<file path="src/rtl/decode_queue_ctrl_pkg.sv">
// decode_queue_ctrl_pkg: RV32 opcodes, instruction field positions and queue entry type
package decode_queue_ctrl_pkg;
  localparam logic [6:0] OP_OP       = 7'b0110011;
  localparam logic [6:0] OP_IMM      = 7'b0010011;
  localparam logic [6:0] OP_LOAD     = 7'b0000011;
  localparam logic [6:0] OP_STORE    = 7'b0100011;
  localparam logic [6:0] OP_BRANCH   = 7'b1100011;
  localparam logic [6:0] OP_JAL      = 7'b1101111;
  localparam logic [6:0] OP_JALR     = 7'b1100111;
  localparam logic [6:0] OP_LUI      = 7'b0110111;
  localparam logic [6:0] OP_AUIPC    = 7'b0010111;
  localparam logic [6:0] OP_SYSTEM   = 7'b1110011;
  localparam logic [6:0] OP_MISC_MEM = 7'b0001111;
  localparam int OPCODE_LSB = 0;
  localparam int RD_LSB     = 7;
  localparam int FUNCT3_LSB = 12;
  localparam int RS1_LSB    = 15;
  localparam int RS2_LSB    = 20;
  localparam int FUNCT7_LSB = 25;
  typedef struct packed {
    logic [31:0] instr;
    logic [31:0] pc;
  } entry_t;
  function automatic logic opcode_legal(input logic [6:0] op);
    return op inside {OP_OP, OP_IMM, OP_LOAD, OP_STORE, OP_BRANCH, OP_JAL,
                      OP_JALR, OP_LUI, OP_AUIPC, OP_SYSTEM, OP_MISC_MEM};
  endfunction
endpackage

</file>
<file path="src/rtl/decode_queue_ctrl_decode.sv">
// decode_queue_ctrl_decode: combinational field slicing of the head entry; opcode check under DECODE_ILLEGAL_CHECK_EN
module decode_queue_ctrl_decode
  import decode_queue_ctrl_pkg::*;
(
  input  entry_t      head,
  output logic [6:0]  opcode,
  output logic [4:0]  rd,
  output logic [2:0]  funct3,
  output logic [4:0]  rs1,
  output logic [4:0]  rs2,
  output logic [6:0]  funct7,
  output logic [31:0] pc,
  output logic        illegal_op
);
  assign opcode = head.instr[OPCODE_LSB +: 7];
  assign rd     = head.instr[RD_LSB +: 5];
  assign funct3 = head.instr[FUNCT3_LSB +: 3];
  assign rs1    = head.instr[RS1_LSB +: 5];
  assign rs2    = head.instr[RS2_LSB +: 5];
  assign funct7 = head.instr[FUNCT7_LSB +: 7];
  assign pc     = head.pc;
`ifdef DECODE_ILLEGAL_CHECK_EN
  assign illegal_op = !opcode_legal(opcode);
`else
  assign illegal_op = 1'b0;
`endif
endmodule

</file>
<file path="src/rtl/decode_queue_ctrl.sv">
// decode_queue_ctrl: circular fetch-to-decode instruction queue with flush; DECODE_ILLEGAL_CHECK_EN enables illegal-opcode flagging
module decode_queue_ctrl
  import decode_queue_ctrl_pkg::*;
#(
  parameter int DEPTH = 4,
  parameter int CNT_W = $clog2(DEPTH) + 1
) (
  input  logic             clk,
  input  logic             rst_n,
  input  logic             flush,
  input  logic             fetch_valid,
  input  logic [31:0]      fetch_instr,
  input  logic [31:0]      fetch_pc,
  output logic             fetch_ready,
  output logic             dec_valid,
  input  logic             dec_ready,
  output logic [6:0]       dec_opcode,
  output logic [4:0]       dec_rd,
  output logic [2:0]       dec_funct3,
  output logic [4:0]       dec_rs1,
  output logic [4:0]       dec_rs2,
  output logic [6:0]       dec_funct7,
  output logic [31:0]      dec_pc,
  output logic             dec_illegal,
  output logic [CNT_W-1:0] occupancy
);
  localparam int PW = $clog2(DEPTH);
  localparam logic [PW-1:0] LAST = PW'(DEPTH - 1);
  entry_t mem [DEPTH];
  logic [PW-1:0] wr_ptr, rd_ptr;
  logic push, pop, head_illegal;
  assign fetch_ready = occupancy != CNT_W'(DEPTH);
  assign dec_valid   = occupancy != '0;
  assign push        = fetch_valid && fetch_ready && !flush;
  assign pop         = dec_valid && dec_ready && !flush;
  assign dec_illegal = dec_valid && head_illegal;
  // pointer and occupancy bookkeeping; flush discards everything and wins over push/pop
  always_ff @(posedge clk or negedge rst_n) begin
    if (!rst_n) begin
      wr_ptr    <= '0;
      rd_ptr    <= '0;
      occupancy <= '0;
    end else if (flush) begin
      wr_ptr    <= '0;
      rd_ptr    <= '0;
      occupancy <= '0;
    end else begin
      if (push) wr_ptr <= wr_ptr == LAST ? '0 : wr_ptr + PW'(1);
      if (pop) rd_ptr <= rd_ptr == LAST ? '0 : rd_ptr + PW'(1);
      occupancy <= occupancy + CNT_W'(push) - CNT_W'(pop);
    end
  end
  // entry storage is never cleared; validity comes only from occupancy
  always_ff @(posedge clk) begin
    if (push) mem[wr_ptr] <= '{instr: fetch_instr, pc: fetch_pc};
  end
  decode_queue_ctrl_decode u_decode (
    .head       (mem[rd_ptr]),
    .opcode     (dec_opcode),
    .rd         (dec_rd),
    .funct3     (dec_funct3),
    .rs1        (dec_rs1),
    .rs2        (dec_rs2),
    .funct7     (dec_funct7),
    .pc         (dec_pc),
    .illegal_op (head_illegal)
  );
endmodule

</file>
<file path="config.mk">
export PLATFORM = sky130hd
export DESIGN_NAME = decode_queue_ctrl
export DESIGN_NICKNAME = d
export VERILOG_FILES = /design/src/rtl/decode_queue_ctrl_pkg.sv /design/src/rtl/decode_queue_ctrl_decode.sv /design/src/rtl/decode_queue_ctrl.sv
export SDC_FILE = /design/constraint.sdc
export NUM_CORES = 1
export LEC_CHECK = 0
export ABC_CLOCK_PERIOD_IN_PS = 5200
export BUFFER_PORTS_ARGS = -buffer_cell sky130_fd_sc_hd__buf_2
export CAP_MARGIN = 0
export CORE_MARGIN = 3
export CORE_UTILIZATION = 45
export CTS_CLUSTER_DIAMETER = 30
export DETAILED_ROUTE_END_ITERATION = 16
export PLACE_DENSITY = 0.73
export SLEW_MARGIN = 10
export SYNTH_ARGS = -nofsm -noshare
export SYNTH_HDL_FRONTEND = slang
export SYNTH_SLANG_ARGS = --single-unit
</file>
<file path="constraint.sdc">
create_clock -name clk -period 5.2 [get_ports clk]
set_clock_uncertainty 0.05 [all_clocks]
set_input_delay 1.04 -clock clk [delete_from_list [all_inputs] [get_ports clk]]
set_output_delay 1.04 -clock clk [all_outputs]
set_load 0.03 [all_outputs]
</file>
**Yosys cells after proc, flatten, opt, wreduce, memory -nomap -nowiden**

Memory sizes are Yosys's and may differ from the RTL's.
Cells that the tools add are included.

- RAM bits: 256
- Memories kept: 1
- Bits of input ports: 69
- Logic and storage cells: 28
- Memory bits (read-only): 0
- Register bits: 7
- Bits in latches: 0

- Reduce and logical (&&, ||, !) cells: 8
- Muxes and demuxes: 9
- Bitwise gates (word level): 0
- Add/subtract/negate cells: 4
- Multipliers: 0
- Equality and inequality tests: 3
- Shifts and indexed selects: 0
- Order comparisons: 0
- Divide/modulo/power cells: 0

Memory list:

| memory | words | bits a word | read ports | clocked after Yosys merged registers in | write ports | line | text |
|---|---|---|---|---|---|---|---|
| mem | 4 | 64 | 1 | 0 | 1 | decode_queue_ctrl.sv:29 | `entry_t mem [DEPTH];` |

Operator list:

| operator | number |
|---|---|
| $mux 2 | 6 |
| $add 2x1->2 const B | 2 |
| $eq 2x2->1 const B | 2 |
| $logic_and 1x1->1 | 4 |
| $reduce_bool 2->1 | 2 |
| $add 3x1->3 | 1 |
| $mux 3 | 1 |
| $ne 3x3->1 const B | 1 |
| $reduce_bool 3->1 | 1 |
| $sub 3x1->3 | 1 |
| $mux 1 | 2 |
| $logic_not 1->1 | 1 |

**Depth between registers and ports, before layout**

Gate-level depths: netlist of run 1.

- Word-level depth: 6
- Gate-level depth with buffers: 11

**By module**

A second synthesis of run 1 with hierarchy kept.

- Cells, all modules: 449
- Area total of the unflattened synthesis: 10203.5 µm²

Modules (own cells, without submodules):

| module | seq. area each (µm²) | area an instance (µm²) | cells an instance | instances |
|---|---|---|---|---|
| decode_queue_ctrl | 7862.5 | 9711.8 | 383 | 1 |
| decode_queue_ctrl_decode | 0.0 | 491.7 | 66 | 1 |

**Least setup slack after synthesis of run 1**

No wires, ideal clock.

- Path kind: input-to-reg
- From: input port flush
- To: memory mem[0][0] (netlist bit) (enable)
- Required time: 4721 ps
- Path slack: 1681 ps
- Buffers on the path: 1
- Stages: 3
- Arrival time: 3040 ps
- Cell sequence: clkbuf_1 > and3b_4 > and2_1

- Cells in the longest elaborated chain, start to end: 4

RTL lines:

| what | line | text |
|---|---|---|
| start, declared | decode_queue_ctrl.sv:10 | `input logic flush,` |
| $logic_not 1->1 | decode_queue_ctrl.sv:34 | `assign push = fetch_valid && fetch_ready && !flush;` |
| $logic_and 1x1->1 | decode_queue_ctrl.sv:34 |  |
| $mux 1 | decode_queue_ctrl.sv:55 | `if (push) mem[wr_ptr] <= '{instr: fetch_instr, pc: fetch_pc};` |
| $mux 1 (not written as such) | decode_queue_ctrl.sv:55 |  |
| end, declared | decode_queue_ctrl.sv:29 |  |

Every way passes these cells.

**Final worst setup path of run 1**

- From: register rd_ptr[0]
- To: output port dec_funct3[2]

- Cells in the longest elaborated chain, start to end: 1

RTL lines:

| what | line | text |
|---|---|---|
| start, declared | decode_queue_ctrl.sv:30 | `logic [PW-1:0] wr_ptr, rd_ptr;` |
| start signal, assigned | decode_queue_ctrl.sv:49 | `if (pop) rd_ptr <= rd_ptr == LAST ? '0 : rd_ptr + PW'(1);` |
| $mem_v2 4x64 | -- |  |
| end, declared | decode_queue_ctrl.sv:19 | `output logic [2:0] dec_funct3,` |

Every way passes these cells.

==> impl_metrics.toml, run 1 <==
[yosys]
synth-seq-area-share_pct = 80.9
async_reset_ff_share_pct = 2.66
yosys.area.top_type = "edfxtp_1"
syn_inst = 384
ys_top_cells_by_area = "edfxtp_1 (79%), mux4_2 (15%), dfrtp_1 (1.8%)"
yosys_warnings = 0
synth_flop_cell = "edfxtp_1"
syn_area_sq_mm = 0.00972
netlist_top_cells_count = "edfxtp_1 (256), mux4_2 (64), buf_2 (8)"
synth_edf_count = 256
ys_types = 26
synth_top_cell_area_share_pct = 79.1
ys_ff_latch = 263
syn_nets = 461
yosysMostFrequentCell = "edfxtp_1"
avgSynthCellArea_sq_um = 25.3

[layout]
area_growth_pct = 25.1
num_antenna_cells = 0
final_nets = 630
final_layout_size_suffix_gt1_share_pct = 48.0
seqCellArea_sq_mm = 0.00787
multi_input_area_sq_mm = 0.00173
finish.utilization_pct = 57.6
fillers = 1576

[routing]
routedWlPerCell_um = 21.1
vias_per_cell = 5.28
wl_um = 18200
drtIter0Drc = 250
firstDrtPassIters = 4
drc_errors = 0
ant_nets = 0
vias = 4556

[cts]
hold_buffers = 0
ctsResizeCount = 0
cts.sinks = 263
clkSlewWorstSetupHoldPaths_ps = 50
clockRootBuffer = "clkbuf_16"
cts.htree.levels = 2
insertion_delay_ps = 510
post_cts_buffers = 0
clk_path_buf_depth = 3
cts_tree = "yes"
cts_made_buffers = 45

[pwr]
p_comb_share_pct = 16.1
p_sw_w = 0.00171
pwr-share-seq_pct = 39.8
p_leak_nw = 4.17
p_per_area_mw_per_mm2 = 533
power_w = 0.00648
p_sw_share_pct = 26.4
pwr-share-clk_pct = 44.1
intPower_w = 0.00477
max-vdd-ir-drop_mv = 0.400

[timing]
setup_violations = 0
worst_pin_slew_ps = 1020
timing.final.hold_violations = 0
finalWorstSetupSlack_ps = 1400
worst_hold_slack_ps = 308
tns_ps = 0
slew_headroom_pct = 32.2
finalCriticalPeriod_ps = 3800
fin_crit_sh_pct = 73.1
max_freq_mhz = 263
slew_viol_final = 0
rsz0062_at_grt = "false"

[placed_design]
gp_congestion = 0.699
dp_slack_ps = 1870
dp_hpwl_um = 10200
port_buffers = 137

[status]
status = "completed"

[critical_path]
worstPathBufferInverterCount = 2
cp.arrival_ps = 2710
worstPathMaxFanout = 46
required_ps = 4110
crit_family = "flip-flops"
critPathKind = "flop to output pin"
slowest_stage = "dfrtp_4"
crit_chain = "buf_4 -> mux4_2 -> buf_2"
critPathMaxStageDelay_ps = 1020
critPathLaunchType = "flop"
cp-end-kind = "output pin"

[floorplanning]
dieArea_sq_mm = 0.0234
design.portCount = 139
std_cell_rows = 53
fp.dieW_um = 153
die_h_um = 153
initial_utilization_pct = 46.1
coreArea_sq_mm = 0.0211

[worst_hold_path]
min_path_type = "primary input to asynchronous set/reset pin"

[global_routing]
grt_pass1_wl_um = 28600
antenna_found_initial = 2
overflow = 0
grt_start_max_net_pins = 67
first_global_vias = 5132
grt_util_all_layers_pct = 15.7

[run]
maxCapViolations = 0
## worst paths after layout
kind                                   start            end  slack [ps]  depth (start not counted)
worst max-delay path               rd_ptr[0]  dec_funct3[2]        1400                          3
worst min-delay path                   rst_n   occupancy[1]         310                          1
max in group asynchronous              rst_n      rd_ptr[0]        4610                          1
worst min register to register     wr_ptr[0]      wr_ptr[0]         640                          3
min in group clk                   wr_ptr[0]      wr_ptr[0]         640                          3
worst max register to register  occupancy[1]   occupancy[2]        2610                         10
## placed cells by master, fill, tap and decap left out, drive strengths merged, types with 4 or more instances in the layout
cell	netlist	layout
buf	15	139
clkinv	0	12
clkinvlp	0	5
clkbuf	2	54
bufinv	0	6
nor2	5	5
edfxtp	256	256
mux4	64	64
inv	5	10
ha	7	7
and2	4	4
dfrtp	7	7
## worst register-to-register path, delay by kind of cell, from the launching register on
family | cells | cell delay [ps]
AND/OR/NAND/NOR | 3 | 850
adder cells (fa/ha/maj) | 3 | 750
flip-flops | 1 | 460
buffers and inverters | 3 | 190
XOR/XNOR | 1 | 160
## layer usage
layer,wire (um),up-vias,track usage (%)
met2,9410,149,26.4
met5,27,-,0
met1,7150,2387,19.5
met3,1320,30,5.41
li1,-,1986,-
met4,283,4,4.50
## stage by stage
stage,instance area [sq um],std cells
2_1_floorplan,9720,384
3_3_place_gp,10700,781
3_5_place_dp,10700,781
4_1_cts,12200,863
5_1_grt,12200,863
6_report,12200,863
## cell type report
cell class | instances | area share, %
multi-input combinational | 99 | 14.2
inverter | 5 | 0.154
clock buffer | 54 | 9.54
sequential | 263 | 64.8
timing repair buffer | 139 | 5.77
tap | 275 | 2.83
clock inverter | 28 | 2.74
## flip-flops by register name, summed over array words and instances (netlist names)
| name | cells |
|---|---|
| mem | 256 |
| rd_ptr | 2 |
| occupancy | 3 |
| wr_ptr | 2 |
## logic make-up after synthesis
kind of cell / share of synthesized area, %
xor+xnor: 0.180
mux: 14.9
flops: 80.9
other cells: 0.0386
simple gates: 1.02
fa+ha+maj: 1.11
compound gates: 0.386
buf+inv: 1.42
## power by group through the flow
stage,combinational [W],sequential (W),clock [W]
after floorplan,0.000848,0.00253,0
after global placement,0.00103,0.00261,0
after detailed placement,0.00105,0.00262,0
after CTS,0.00106,0.00259,0.00291
after global routing,0.00111,0.00260,0.00301
final,0.00104,0.00258,0.00285
No activity file was read; power rests on OpenSTA's default activity.
==> run 2, diff against run 1 <==
ABC_CLOCK_PERIOD_IN_PS = 3700   (was 5200)
clock period = 3.7 ns   (was 5.2 ns; I/O delays follow)
==> run 2 against run 1 <==
Effect of this change: via count down 0.97%; sequential cell count unchanged; core utilization increased by 0.24 points; cell area up 0.42%; worst hold slack improved by 63 ps; critical path depth is the same; die area unchanged; critical path type unchanged; register-to-register slack got worse by 1400 ps; wire length is 1.0% lower; non-clock buffer count increased by 1; clock power rose by 42%.
==> impl_metrics.toml, run 2 (same netlist as run 1, synthesis figures left out) <==
[layout]
reg_top3 = "mem: 256 flops, occupancy: 3 flops"
final_cell_mix = "edfxtp_1 (256), buf_2 (137), mux4_2 (64), clkbuf_16 (46), clkinv_2 (8)"
final_nets = 632
mostFrequentLayoutCell = "edfxtp_1"
regMostFlops = "mem"
final_layout_size_suffix_gt1_share_pct = 48.0
largest_reg_flops = 256
num_antenna_cells = 0
area_growth_pct = 25.6
finish.utilization_pct = 57.9

[timing]
slew_viol_final = 0
timing.final.hold_violations = 0
tns_ps = 0
fin_crit_sh_pct = 90.2
worst_pin_slew_ps = 1010
finalCriticalPeriod_ps = 3340
setup_violations = 0
max_freq_mhz = 300
rsz0062_at_grt = "false"
slew_headroom_pct = 32.8

[status]
status = "completed"

[floorplanning]
design.portCount = 139
die_h_um = 153
std_cell_rows = 53
coreArea_sq_mm = 0.0211
initial_utilization_pct = 46.1
fp.dieW_um = 153
dieArea_sq_mm = 0.0234

[cts]
cts.sinks = 263
cts_tree = "yes"
clockRootBuffer = "clkbuf_16"
cts.htree.levels = 2
insertion_delay_ps = 530
clk_path_buf_depth = 3
clkSlewWorstSetupHoldPaths_ps = 50
cts_made_buffers = 46

[critical_path]
cp.arrival_ps = 2550
required_ps = 2910
cp-end-kind = "output pin"
critPathKind = "flop to output pin"
worstPathMaxFanout = 35
critPathLaunchType = "flop"

[routing]
drtIter0Drc = 226
routedWlPerCell_um = 20.8
wl_um = 18000
vias_per_cell = 5.22
ant_nets = 0
vias = 4512
firstDrtPassIters = 4
drc_errors = 0

[global_routing]
grt_util_all_layers_pct = 15.6
antenna_found_initial = 1
grt_pass1_wl_um = 28500
first_global_vias = 5160
grt_start_max_net_pins = 67
overflow = 0

[placed_design]
gp_congestion = 0.725
port_buffers = 137
dp_hpwl_um = 9960

[pwr]
max-vdd-ir-drop_mv = 0.526
p_per_area_mw_per_mm2 = 749
p_leak_nw = 4.20

[worst_hold_path]
min_path_type = "primary input to flop"

[run]
maxCapViolations = 0
-- run 2: cell type report --
cell class	count	area, sq um
sequential	263	7870
inverter	5	18.8
multi-input combinational	99	1730
fill	1559	8880
timing repair buffer	140	723
clock inverter	30	344
tap	275	344
clock buffer	53	1180
-- run 2: metrics by stage --
stage                     power (W)  setup WS [ps]  area (sq um)  std cells  hold WS (ps)
after global routing        0.00949            164         12200        865           358
after detailed placement    0.00518            836         10700        781           535
after CTS                   0.00926            245         12200        865           347
after floorplan             0.00475            481          9720        384           394
final                       0.00914            363         12200        865           371
after global placement      0.00515            868         10700        781           530
-- run 2: worst paths after layout --
kind / startpoint / endpoint / cells after the start / slack, ps
max: rd_ptr[0] / dec_funct7[3] / 3 / 360
min: fetch_instr[23] / mem[3][55] / 1 / 370
max reg2reg: occupancy[1] / occupancy[2] / 10 / 1180
min reg2reg: wr_ptr[0] / wr_ptr[0] / 3 / 580
max in group asynchronous: rst_n / rd_ptr[1] / 2 / 2900
min in group asynchronous: rst_n / occupancy[0] / 2 / 520
-- run 2: repair_timing --
| item | in CTS | in global routing |
|---|---|---|
| resized for setup | 0 | 0 |
| buffers inserted | 0 | 0 |
| hold endpoints to repair | 7 | 0 |
| setup endpoints to repair | 0 | 0 |
| hold buffers | 1 | 0 |
-- run 2: per-layer routing --
layer	GRT usage (%)	up-vias	share of wire, %	wire (um)
met2	26.3	162	52	9340
met4	5.60	2	2.3	421
met3	4.33	41	6.7	1210
met5	0	-	0.072	13
li1	-	1992	-	-
met1	19.6	2315	39	7020
-- run 2: power breakdown --
group / total [W] / internal (W) / switching (W)
sequential: 0.00360 / 0.00345 / 0.000156
combinational: 0.00149 / 0.000601 / 0.000893
clock: 0.00405 / 0.00265 / 0.00140
-- run 2: critical path, stage by stage, from the launching register on --
cell	delay, ps
dfrtp_4	890
buf_4	360
mux4_2	550
buf_2	200
